$ cat src/rtl/subtree_rr_scheduler_pkg.sv
// rtl/subtree_rr_scheduler_pkg.sv - shared types and helpers for the subtree round-robin scheduler
package sched_pkg;

  typedef enum logic [1:0] {IDLE, GRANT, GAP} sched_state_t;

  localparam int DEFAULT_NUM_CHILD = 5;

  function automatic int wrap_inc(input int idx, input int num);
    return (idx + 1 >= num) ? 0 : idx + 1;
  endfunction

endpackage

$ cat src/rtl/subtree_rr_scheduler_if.sv
// rtl/subtree_rr_scheduler_if.sv - request/grant bundle between a parent node and its children
interface subtree_rr_scheduler_if
  import sched_pkg::*;
#(
  parameter int NUM_CHILD = DEFAULT_NUM_CHILD,
  parameter int IDX_W     = $clog2(NUM_CHILD)
);

  logic [NUM_CHILD-1:0] req_i;
  logic [NUM_CHILD-1:0] done_i;
  logic [NUM_CHILD-1:0] gnt_o;
  logic [IDX_W-1:0]     gnt_idx_o;
  logic                 busy_o;
  logic                 timeout_o;
  logic [IDX_W-1:0]     timeout_idx_o;

  modport master (
    input  req_i, done_i,
    output gnt_o, gnt_idx_o, busy_o, timeout_o, timeout_idx_o
  );

  modport slave (
    output req_i, done_i,
    input  gnt_o, gnt_idx_o, busy_o, timeout_o, timeout_idx_o
  );

endinterface

$ cat src/rtl/subtree_rr_scheduler_rr_pick.sv
// rtl/subtree_rr_scheduler_rr_pick.sv - rotating priority encoder: first request at or after ptr, with wrap
module rr_pick #(
  parameter int NUM_CHILD = 5,
  parameter int IDX_W     = $clog2(NUM_CHILD)
) (
  input  logic [NUM_CHILD-1:0] req,
  input  logic [IDX_W-1:0]     ptr,
  output logic                 found,
  output logic [NUM_CHILD-1:0] onehot,
  output logic [IDX_W-1:0]     idx
);

  always_comb begin
    int cand;
    logic [IDX_W-1:0] sel;
    found  = 1'b0;
    onehot = '0;
    idx    = '0;
    cand   = 0;
    sel    = '0;
    for (int k = 0; k < NUM_CHILD; k++) begin
      cand = int'(ptr) + k;
      if (cand >= NUM_CHILD) begin
        cand = cand - NUM_CHILD;
      end
      sel = IDX_W'(cand);
      if (!found && req[sel]) begin
        found       = 1'b1;
        onehot[sel] = 1'b1;
        idx         = sel;
      end
    end
  end

endmodule

$ cat src/rtl/subtree_rr_scheduler.sv
// rtl/subtree_rr_scheduler.sv - round-robin grant of a parent-side resource to its child instances
module subtree_rr_scheduler
  import sched_pkg::*;
#(
  parameter int NUM_CHILD = DEFAULT_NUM_CHILD,
  parameter int MAX_HOLD  = 16,
  parameter int IDX_W     = $clog2(NUM_CHILD)
) (
  input logic                    clk,
  input logic                    rst,
  subtree_rr_scheduler_if.master bus
);

  localparam int                CNT_W   = $clog2(MAX_HOLD + 2);
  localparam logic [CNT_W-1:0]  CNT_MAX = '1;
  localparam logic [CNT_W-1:0]  WD_LAST = CNT_W'((MAX_HOLD > 0) ? MAX_HOLD - 1 : 0);

  sched_state_t         state_q, state_d;
  logic [IDX_W-1:0]     ptr_q, ptr_d;
  logic [CNT_W-1:0]     cnt_q, cnt_d;
  logic [NUM_CHILD-1:0] gnt_q, gnt_d;
  logic [IDX_W-1:0]     gnt_idx_q, gnt_idx_d;
  logic                 busy_q, busy_d;
  logic                 timeout_q, timeout_d;
  logic [IDX_W-1:0]     timeout_idx_q, timeout_idx_d;

  logic                 pick_found;
  logic [NUM_CHILD-1:0] pick_onehot;
  logic [IDX_W-1:0]     pick_idx;
  logic                 rel_done;
  logic                 rel_drop;
  logic                 wd_expire;

  rr_pick #(
    .NUM_CHILD (NUM_CHILD),
    .IDX_W     (IDX_W)
  ) u_pick (
    .req    (bus.req_i),
    .ptr    (ptr_q),
    .found  (pick_found),
    .onehot (pick_onehot),
    .idx    (pick_idx)
  );

  always_ff @(posedge clk) begin
    if (rst) begin
      state_q       <= IDLE;
      ptr_q         <= '0;
      cnt_q         <= '0;
      gnt_q         <= '0;
      gnt_idx_q     <= '0;
      busy_q        <= 1'b0;
      timeout_q     <= 1'b0;
      timeout_idx_q <= '0;
    end else begin
      state_q       <= state_d;
      ptr_q         <= ptr_d;
      cnt_q         <= cnt_d;
      gnt_q         <= gnt_d;
      gnt_idx_q     <= gnt_idx_d;
      busy_q        <= busy_d;
      timeout_q     <= timeout_d;
      timeout_idx_q <= timeout_idx_d;
    end
  end

  always_comb begin
    state_d       = state_q;
    ptr_d         = ptr_q;
    cnt_d         = cnt_q;
    gnt_d         = gnt_q;
    gnt_idx_d     = gnt_idx_q;
    busy_d        = busy_q;
    timeout_d     = 1'b0;
    timeout_idx_d = timeout_idx_q;
    rel_done      = bus.done_i[gnt_idx_q];
    rel_drop      = !bus.req_i[gnt_idx_q];
    wd_expire     = (MAX_HOLD != 0) && (cnt_q == WD_LAST);

    case (state_q)
      // GAP is the one dead cycle after a release; the next owner is chosen
      // here so back-to-back grants are separated by exactly that cycle.
      IDLE, GAP: begin
        if (pick_found) begin
          state_d   = GRANT;
          gnt_d     = pick_onehot;
          gnt_idx_d = pick_idx;
          busy_d    = 1'b1;
          cnt_d     = '0;
        end else begin
          state_d = IDLE;
        end
      end
      GRANT: begin
        if (cnt_q != CNT_MAX) begin
          cnt_d = cnt_q + CNT_W'(1);
        end
        if (rel_done || rel_drop || wd_expire) begin
          state_d = GAP;
          gnt_d   = '0;
          busy_d  = 1'b0;
          ptr_d   = IDX_W'(wrap_inc(int'(gnt_idx_q), NUM_CHILD));
          // A completion in the expiry cycle is a normal finish, not a timeout.
          if (wd_expire && !rel_done) begin
            timeout_d     = 1'b1;
            timeout_idx_d = gnt_idx_q;
          end
        end
      end
      default: begin
        state_d = IDLE;
      end
    endcase
  end

  assign bus.gnt_o         = gnt_q;
  assign bus.gnt_idx_o     = gnt_idx_q;
  assign bus.busy_o        = busy_q;
  assign bus.timeout_o     = timeout_q;
  assign bus.timeout_idx_o = timeout_idx_q;

endmodule

$ cat src/flat_wrapper.sv
// flat-port wrapper written by rule: the top's interface ports become plain ports
module subtree_rr_scheduler_flat import sched_pkg::*;
#(
  parameter int NUM_CHILD = DEFAULT_NUM_CHILD,
  parameter int MAX_HOLD  = 16,
  parameter int IDX_W     = $clog2(NUM_CHILD)
)
  (clk, rst, bus_req_i, bus_done_i, bus_gnt_o, bus_gnt_idx_o, bus_busy_o, bus_timeout_o, bus_timeout_idx_o);
  subtree_rr_scheduler_if #(.NUM_CHILD(NUM_CHILD), .IDX_W(IDX_W)) bus_i ();
  input logic clk;
  input logic rst;
  input wire logic [$bits(bus_i.req_i)-1:0] bus_req_i;
  input wire logic [$bits(bus_i.done_i)-1:0] bus_done_i;
  output wire logic [$bits(bus_i.gnt_o)-1:0] bus_gnt_o;
  output wire logic [$bits(bus_i.gnt_idx_o)-1:0] bus_gnt_idx_o;
  output wire logic [$bits(bus_i.busy_o)-1:0] bus_busy_o;
  output wire logic [$bits(bus_i.timeout_o)-1:0] bus_timeout_o;
  output wire logic [$bits(bus_i.timeout_idx_o)-1:0] bus_timeout_idx_o;
  assign bus_i.req_i = bus_req_i;
  assign bus_i.done_i = bus_done_i;
  assign bus_gnt_o = bus_i.gnt_o;
  assign bus_gnt_idx_o = bus_i.gnt_idx_o;
  assign bus_busy_o = bus_i.busy_o;
  assign bus_timeout_o = bus_i.timeout_o;
  assign bus_timeout_idx_o = bus_i.timeout_idx_o;
  subtree_rr_scheduler #(.NUM_CHILD(NUM_CHILD), .MAX_HOLD(MAX_HOLD), .IDX_W(IDX_W)) u_core (.clk(clk), .rst(rst), .bus(bus_i));
endmodule
$ cat config.mk
export PLATFORM = sky130hd
export DESIGN_NAME = subtree_rr_scheduler_flat
export DESIGN_NICKNAME = d
export VERILOG_FILES = /design/src/rtl/subtree_rr_scheduler_pkg.sv /design/src/rtl/subtree_rr_scheduler_if.sv /design/src/rtl/subtree_rr_scheduler_rr_pick.sv /design/src/rtl/subtree_rr_scheduler.sv /design/src/flat_wrapper.sv
export SDC_FILE = /design/constraint.sdc
export NUM_CORES = 1
export LEC_CHECK = 0
export BUFFER_PORTS_ARGS = -buffer_cell sky130_fd_sc_hd__buf_2
export CAP_MARGIN = 20
export CORE_UTILIZATION = 60
export DETAILED_ROUTE_END_ITERATION = 16
export PLACE_DENSITY_LB_ADDON = 0.12
export SYNTH_ARGS = -nofsm -noshare
export SYNTH_HDL_FRONTEND = slang
export SYNTH_HIERARCHICAL = 1
export SYNTH_SLANG_ARGS = --single-unit
$ cat constraint.sdc
create_clock -name clk -period 7.99 [get_ports clk]
set_input_delay 1.598 -clock clk [delete_from_list [all_inputs] [get_ports clk]]
set_output_delay 1.598 -clock clk [all_outputs]
set_load 0.02 [all_outputs]
* Word level (Yosys, flattened, before mapping)
Index checks and enable logic that the tools add are counted.
** Operators by class
- Eq/ne operators :: 7
- Magnitude comparators :: 17
- Reductions and logical operators :: 27
- Muxes and demuxes :: 58
- Bitwise gates (word level) :: 6
- $add $sub $neg :: 11
** Operators by type and width (count)
- $mux W5 :: 9
- $mux W3 :: 11
- $lt A3 B4 Y1 const B :: 6
- $bmux W1 S3 :: 7
- $mux W1 :: 21
- $ge A4 B3 Y1 const B :: 5
- $or A5 B5 Y5 :: 4
- $pmux W5 S2 :: 2
- $demux W1 S3 :: 5
- $ge A3 B1 Y1 const B :: 5
- $sub A3 B3 Y3 const B :: 5
- $logic_and A1 B1 Y1 :: 10
- $reduce_and A3 Y1 :: 3
- $add A3 B1 Y4 const B :: 2
- $add A3 B2 Y4 const B :: 2
- $logic_not A1 Y1 :: 6
- $ne A2 B1 Y1 const B :: 3
- $add A5 B1 Y5 const B :: 1
- $eq A5 B4 Y1 const B :: 1
- $ne A5 B5 Y1 const B :: 1
- $add A3 B3 Y4 const B :: 1
- $pmux W2 S2 :: 1
- $reduce_and A2 Y1 :: 2
- $ge A3 B3 Y1 const B :: 1
- 10 further kinds :: 12
** Word-level totals
- Flip-flop bits (word level) :: 23
- Input port bits :: 12

* Logic depth before layout (Yosys ltp)
- Depth after elaboration :: 19
- Gate-level depth with buffers :: 16
- Gate-level depth less buffers :: 14

* Modules after synthesis
The synthesis kept the hierarchy.
** By module, submodules not included
- rr_pick :: seq. area each 0.0 sq um, area each 1393.8 sq um, times used 1, cells each 192
- subtree_rr_scheduler :: seq. area each 460.4 sq um, area each 1182.4 sq um, times used 1, cells each 128

* Worst setup path after synthesis
No wires, ideal clock.
- Kind :: register to register
- Start :: register u_core.ptr_q[0]
- End :: register u_core.cnt_q[1]
- Cell stages (with the launch flop) :: 17
- Slack :: 4.259 ns
- Arrival :: 3.660 ns
- Cells stage by stage :: dfxtp_1 -> buf_4 -> inv_2 -> buf_2 -> ha_1 -> inv_1 -> fa_1 -> or3_4 -> and2_4 -> buf_6 -> a311oi_4 -> o2111ai_4 -> or3_1 -> nand2b_1 -> clkbuf_1 -> nand3_1 -> a21oi_1
** Between the ends
- Word-level cells in the longest chain between the ends :: 19
- Elaborated cells on any way between the ends :: 44
- Classes of those cells :: 9 x add/sub; 5 x order compare; 1 x eq/ne; 20 x mux; 9 x reduce/logical
** RTL lines
- from (decl) :: line subtree_rr_scheduler.sv:19 : logic [IDX_W-1:0] ptr_q, ptr_d;
- from (signal assigned) :: line subtree_rr_scheduler.sv:57 : ptr_q <= ptr_d;
- parallel branches: the longest is 16 deep, another holds $add A3 B1 Y4
- $mux W1 * :: line subtree_rr_scheduler_rr_pick.sv:27 : if (!found && req[sel]) begin
- named net u_core.pick_found :: line subtree_rr_scheduler.sv:27 : logic pick_found;
- $ne A2 B1 Y1 (no line) *
- $reduce_and A3 Y1 (no line) *
- to (signal assigned) :: line subtree_rr_scheduler.sv:58 : cnt_q <= cnt_d;
- to (decl) :: line subtree_rr_scheduler.sv:20 : logic [CNT_W-1:0] cnt_q, cnt_d;
Mark *: on every way through the listed nets, which the timed path passes. The select of a mux whose other input is x is not followed.
A chain may end at the register's enable or synchronous reset.

* Worst setup path in the final report
- Start :: register u_core.ptr_q[0]
- End :: register u_core.gnt_q[2] (netlist: u_core/bus.gnt_o[2])
** Between the ends
- Word-level cells in the longest chain between the ends :: 19
- Elaborated cells on any way between the ends :: 80
- Classes of those cells :: 9 x add/sub; 15 x order compare; 1 x eq/ne; 37 x mux; 4 x bitwise; 14 x reduce/logical
** RTL lines
- parallel branches: the longest is 16 deep, another holds $add A3 B1 Y4
- $mux W5 * :: line subtree_rr_scheduler_rr_pick.sv:27
- named net u_core.pick_onehot[2] :: line subtree_rr_scheduler.sv:28 : logic [NUM_CHILD-1:0] pick_onehot;
- $mux W5 * :: line subtree_rr_scheduler.sv:84 : if (pick_found) begin
- $pmux W5 S2 * :: line subtree_rr_scheduler.sv:80 : case (state_q)
- to (signal assigned) :: line subtree_rr_scheduler.sv:59 : gnt_q <= gnt_d;
- to (decl) :: line subtree_rr_scheduler.sv:21 : logic [NUM_CHILD-1:0] gnt_q, gnt_d;
Marks and branches as above.

==> results.txt <==
- The longest clock path from root to sink contains 2 buffers.
* H-Tree Depth: 1
* Overall overflow remaining after global route: 0
- Final worst-path setup slack: 3.46 ns
* Worst Clk Skew: 0.00313 ns
* Setup repair after global routing missed its margin: no
* Width of the die: 67.5 um
- The floorplan has 23 rows.
- Synthesis inferred 23 register bits.
- The post-route netlist has 19.1% of its cells at a drive strength greater than 1.
* Launch instance of the worst min-delay path: u_core/bus.busy_o
- Sequential cell area: 460 sq um
- The initial antenna violation count is 0.
* Final weighted congestion of routability-driven global placement: 0.880
- Maximum ir drop on the vdd rail: 176 uV
- Global routing consumed, over all layers together, 30.4% of the routing resources.
- Sequential cells were found to cover 17.9% of the synthesized design area.
- In this run the register-to-register setup slack is 3.46 ns.
- Switching power: 0.000507 W
- The floorplan step defined a core boundary enclosing 0.00406 sq mm.
* Minimum hold slack: 0.491 ns
- The worst register-to-register path has a depth of 12.
- Capture point of the worst reg-to-reg path: u_core/bus.gnt_o[2]
- In the synthesized netlist the dominant register cell turns out to be sky130_fd_sc_hd__dfxtp_1.
- After clock tree synthesis, the clock-pin slew on the worst setup and hold paths is 0.09 ns.
* Switching share of total power: 54.2%
- Combinational power share: 72.9%
- Antenna-violating nets left: 0
* Minimum period implied by the final worst setup slack: 4.53 ns
* Vert. Die Dim: 67.5 um
* Async set-reset flop share out of synthesis: 0%
- Mean post-synth cell area: 8.05 sq um
- Share of total power in sequential cells: 19.1%
* Post-detailed-route via-to-cell ratio: 6.55
- Buffers inserted to repair hold after CTS numbered 0.
- During synthesis, Yosys emitted a total of 6 warnings.
- The die covers 0.00456 sq mm.
- Max-cap violations: 0
- In this run the tightest slew margin relative to its limit is 47.5%.
* Final-report max-slew violation count: 0
* Cells after Synth: 320
- Final hold vios: 0
- Endpoint required time on the critical path: 8.19 ns
- STA classifies the critical path startpoint as a flop.
- Final worst-path cycle share: 56.7%
* Worst r2r src: u_core/ptr_q[0]
* Number of global-route vias before repair: 2175
- Setup TNS Final: 0 ns
- Of all nets on the critical path, the largest fanout is 25.
- Routed via count: 2484
- Clock buffer count from CTS: 3
* Clock latency reported for the late side of the worst-skew pair: 0.27 ns
* # port buffers: 24
- Filler cell count: 355
* IO Count: 25
* Setup slack after placement: 3.53 ns
* DRC violation total after the first TritonRoute iteration: 293
- Count of nets after finishing: 356
- The critical path is of the flop to flop type.
- The worst hold path terminates at u_core/bus.busy_o.
- Drt drc: 0
- Min-Delay Path Class: flop to flop
- The multi-input combinational cells in the finished layout cover a total of 0.00195 sq mm.
- Once the floorplan was initialized, standard cells occupied 63.5% of the core.
* Internal cell power: 0.000428 W
* TritonCTS clock tree: done
- The first global-routing pass estimated 10500 um of wire.
- For the pin with the worst max-slew slack, the measured transition is 0.786 ns.
- Critical Path AT: 4.72 ns
- The area growth from synthesis to layout is 4.42%.
- First-pass iteration count of the detailed router: 4
* Post-synth design cell area: 0.00258 sq mm
- Cell count of the worst hold path: 2
- Entering global routing, the biggest net connects 32 pins.
- Cts repair resizes: 0
- # Post-CTS Setup Buffers: 0
- Relative contribution of the clock network to total power: 8.0%
- The flow ran to the end, and the final reports show no timing, DRC or antenna violations.
- Setup violations remaining at the end of the flow were counted as 0.
- The number of nets handed over by synthesis was 346.
- After detailed routing, the average wire length per cell comes to 17.5 um.
* Total inserted antenna cells: 0
- Buffer type at the clock tree root: sky130_fd_sc_hd__clkbuf_8
- Total length of routed wires: 6610 um
- For this design, the sink count on the clock tree is 23.
- Detailed placement ended at an HPWL of 4910 um.
- Power spread over the standard cell area amounts to 348 mW/mm^2.
- In this run the static leakage power is 1.02 nW.
- Number of library cell types mapped by synthesis: 75
- Derived from the worst setup path, the maximum achievable clock frequency is 221 MHz.
- Number of enable flip-flop cells after synthesis: 0
* Endpoint class of the critical path: flop
## metrics by stage
stage	total power [W]	instance area, sq um	instances	utilization [%]
finish	0.000935	2690	379	66.3
global route	0.00101	2690	379	66.3
CTS	0.000923	2690	379	66.3
detailed placement	0.000843	2640	375	65.1
global placement	0.000837	2640	375	65.1
floorplan	0.000718	2580	320	-
## cell usage after synthesis (2+ instances only)
cell / n / area [sq um]
sky130_fd_sc_hd__o22ai_1: 5 / 31.3
sky130_fd_sc_hd__buf_4: 5 / 37.5
sky130_fd_sc_hd__inv_2: 5 / 18.8
sky130_fd_sc_hd__buf_6: 3 / 33.8
sky130_fd_sc_hd__nor2b_1: 3 / 18.8
sky130_fd_sc_hd__a211oi_2: 2 / 25.0
sky130_fd_sc_hd__a211o_1: 3 / 26.3
sky130_fd_sc_hd__a2111oi_0: 2 / 17.5
sky130_fd_sc_hd__o21a_1: 2 / 15.0
sky130_fd_sc_hd__dfxtp_1: 23 / 460
sky130_fd_sc_hd__nor4_1: 2 / 12.5
sky130_fd_sc_hd__o21ai_1: 5 / 25.0
sky130_fd_sc_hd__o221ai_1: 2 / 17.5
sky130_fd_sc_hd__nor2_1: 26 / 97.6
sky130_fd_sc_hd__a2bb2oi_1: 2 / 17.5
sky130_fd_sc_hd__nand4b_1: 3 / 26.3
sky130_fd_sc_hd__o211ai_1: 8 / 60.1
sky130_fd_sc_hd__nor3_1: 8 / 40.0
sky130_fd_sc_hd__a31oi_1: 3 / 18.8
sky130_fd_sc_hd__a21oi_1: 20 / 100
sky130_fd_sc_hd__or3_1: 3 / 18.8
sky130_fd_sc_hd__o2111ai_1: 4 / 35.0
sky130_fd_sc_hd__o41a_1: 2 / 22.5
sky130_fd_sc_hd__xnor2_1: 3 / 26.3
sky130_fd_sc_hd__mux2i_1: 16 / 160
sky130_fd_sc_hd__or3_4: 2 / 22.5
sky130_fd_sc_hd__a211oi_1: 7 / 52.6
sky130_fd_sc_hd__nand3b_1: 13 / 97.6
sky130_fd_sc_hd__a21o_1: 4 / 30.0
sky130_fd_sc_hd__o21ai_2: 2 / 17.5
sky130_fd_sc_hd__ha_1: 13 / 163
sky130_fd_sc_hd__mux2_2: 5 / 56.3
sky130_fd_sc_hd__clkbuf_1: 6 / 22.5
sky130_fd_sc_hd__buf_2: 4 / 20.0
sky130_fd_sc_hd__nand2_1: 17 / 63.8
sky130_fd_sc_hd__nand2b_1: 16 / 100
sky130_fd_sc_hd__xor2_1: 2 / 17.5
sky130_fd_sc_hd__inv_1: 9 / 33.8
sky130_fd_sc_hd__nand3_1: 7 / 35.0
sky130_fd_sc_hd__o21ai_0: 18 / 90.1
## worst max-delay path, cell delays in order, from the launching register on
cell and delay [ns]:
sky130_fd_sc_hd__dfxtp_1 0.84, sky130_fd_sc_hd__inv_2 0.27, sky130_fd_sc_hd__ha_1 0.77, sky130_fd_sc_hd__o21ai_1 0.11
sky130_fd_sc_hd__a21oi_1 0.17, sky130_fd_sc_hd__o21ai_1 0.16, sky130_fd_sc_hd__o2111ai_1 0.67, sky130_fd_sc_hd__o2111ai_4 0.33
sky130_fd_sc_hd__nor4_4 0.53, sky130_fd_sc_hd__nand3b_1 0.18, sky130_fd_sc_hd__o211ai_1 0.20, sky130_fd_sc_hd__nand3b_1 0.10
sky130_fd_sc_hd__o21ai_0 0.11
## sequential cells by signal, summed over array words and instances (netlist names)
signal                    flops
u_core/bus.timeout_o          1
u_core/state_q                2
u_core/bus.gnt_o              5
u_core/bus.gnt_idx_o          3
u_core/bus.busy_o             1
u_core/ptr_q                  3
u_core/bus.timeout_idx_o      3
u_core/cnt_q                  5
## worst max-delay path by stage
stage,from,to,slack [ns]
final,u_core/ptr_q[0],u_core/bus.gnt_o[2],3.46
after floorplan,u_core/ptr_q[0],u_core/cnt_q[1],4.26
after CTS,u_core/ptr_q[0],u_core/bus.gnt_o[2],3.49
after global routing,u_core/ptr_q[0],u_core/bus.gnt_o[1],3.03
after detailed placement,u_core/ptr_q[0],u_core/cnt_q[1],3.53
after global placement,u_core/ptr_q[0],u_core/bus.gnt_o[0],3.49
## layout make-up
cell class                 count  share of cell area, %
multi-input combinational    264                   72.3
tap                           50                   2.33
inverter                      14                   1.95
sequential                    23                   17.1
timing repair buffer          24                   4.47
clock inverter                 1                  0.279
clock buffer                   3                   1.53
## metal layers
metal | vias up | part of all wire, % | GRT usage [%]
li1 | 1232 | - | -
met1 | 1167 | 49 | 46.5
met2 | 79 | 43 | 43.3
met3 | 6 | 7.7 | 5.91
met4 | 0 | 0.39 | 5.85
met5 | - | 0 | 0
## kinds of logic after synthesis
group	share of synthesized area, %
DFF	17.9
buffers and inverters	6.61
and+or+nand+nor	26.1
muxes	8.40
xor gates and xnor gates	1.70
adders and majority gates	7.09
AOI/OAI and AO/OA	32.2
## power by group through the flow
stage,combinational (W),sequential (W),clock (W)
after floorplan,0.000543,0.000175,0
after global placement,0.000657,0.000180,0
after detailed placement,0.000663,0.000181,0
after CTS,0.000667,0.000178,0.0000781
after global routing,0.000747,0.000184,0.0000825
final,0.000682,0.000178,0.0000748
## placed cells by master, fill, tap and decap left out, drive strengths merged, types with 3 or more instances in the layout
| cell type | n |
|---|---|
| nor3 | 8 |
| inv | 14 |
| nand3 | 8 |
| nand2 | 17 |
| nor2b | 4 |
| a211oi | 9 |
| xnor2 | 3 |
| clkbuf | 3 |
| a211o | 3 |
| nor4 | 3 |
| o211ai | 8 |
| dfxtp | 23 |
| nor2 | 26 |
| o2111ai | 6 |
| o21a | 4 |
| a21o | 4 |
| or3 | 5 |
| a31oi | 4 |
| nand3b | 13 |
| mux2 | 5 |
| nand4b | 3 |
| ha | 13 |
| buf | 24 |
| o22ai | 5 |
| o21ai | 25 |
| nand2b | 16 |
| mux2i | 16 |
| a21oi | 22 |
Note: power is estimated with default switching activity, not from simulation.
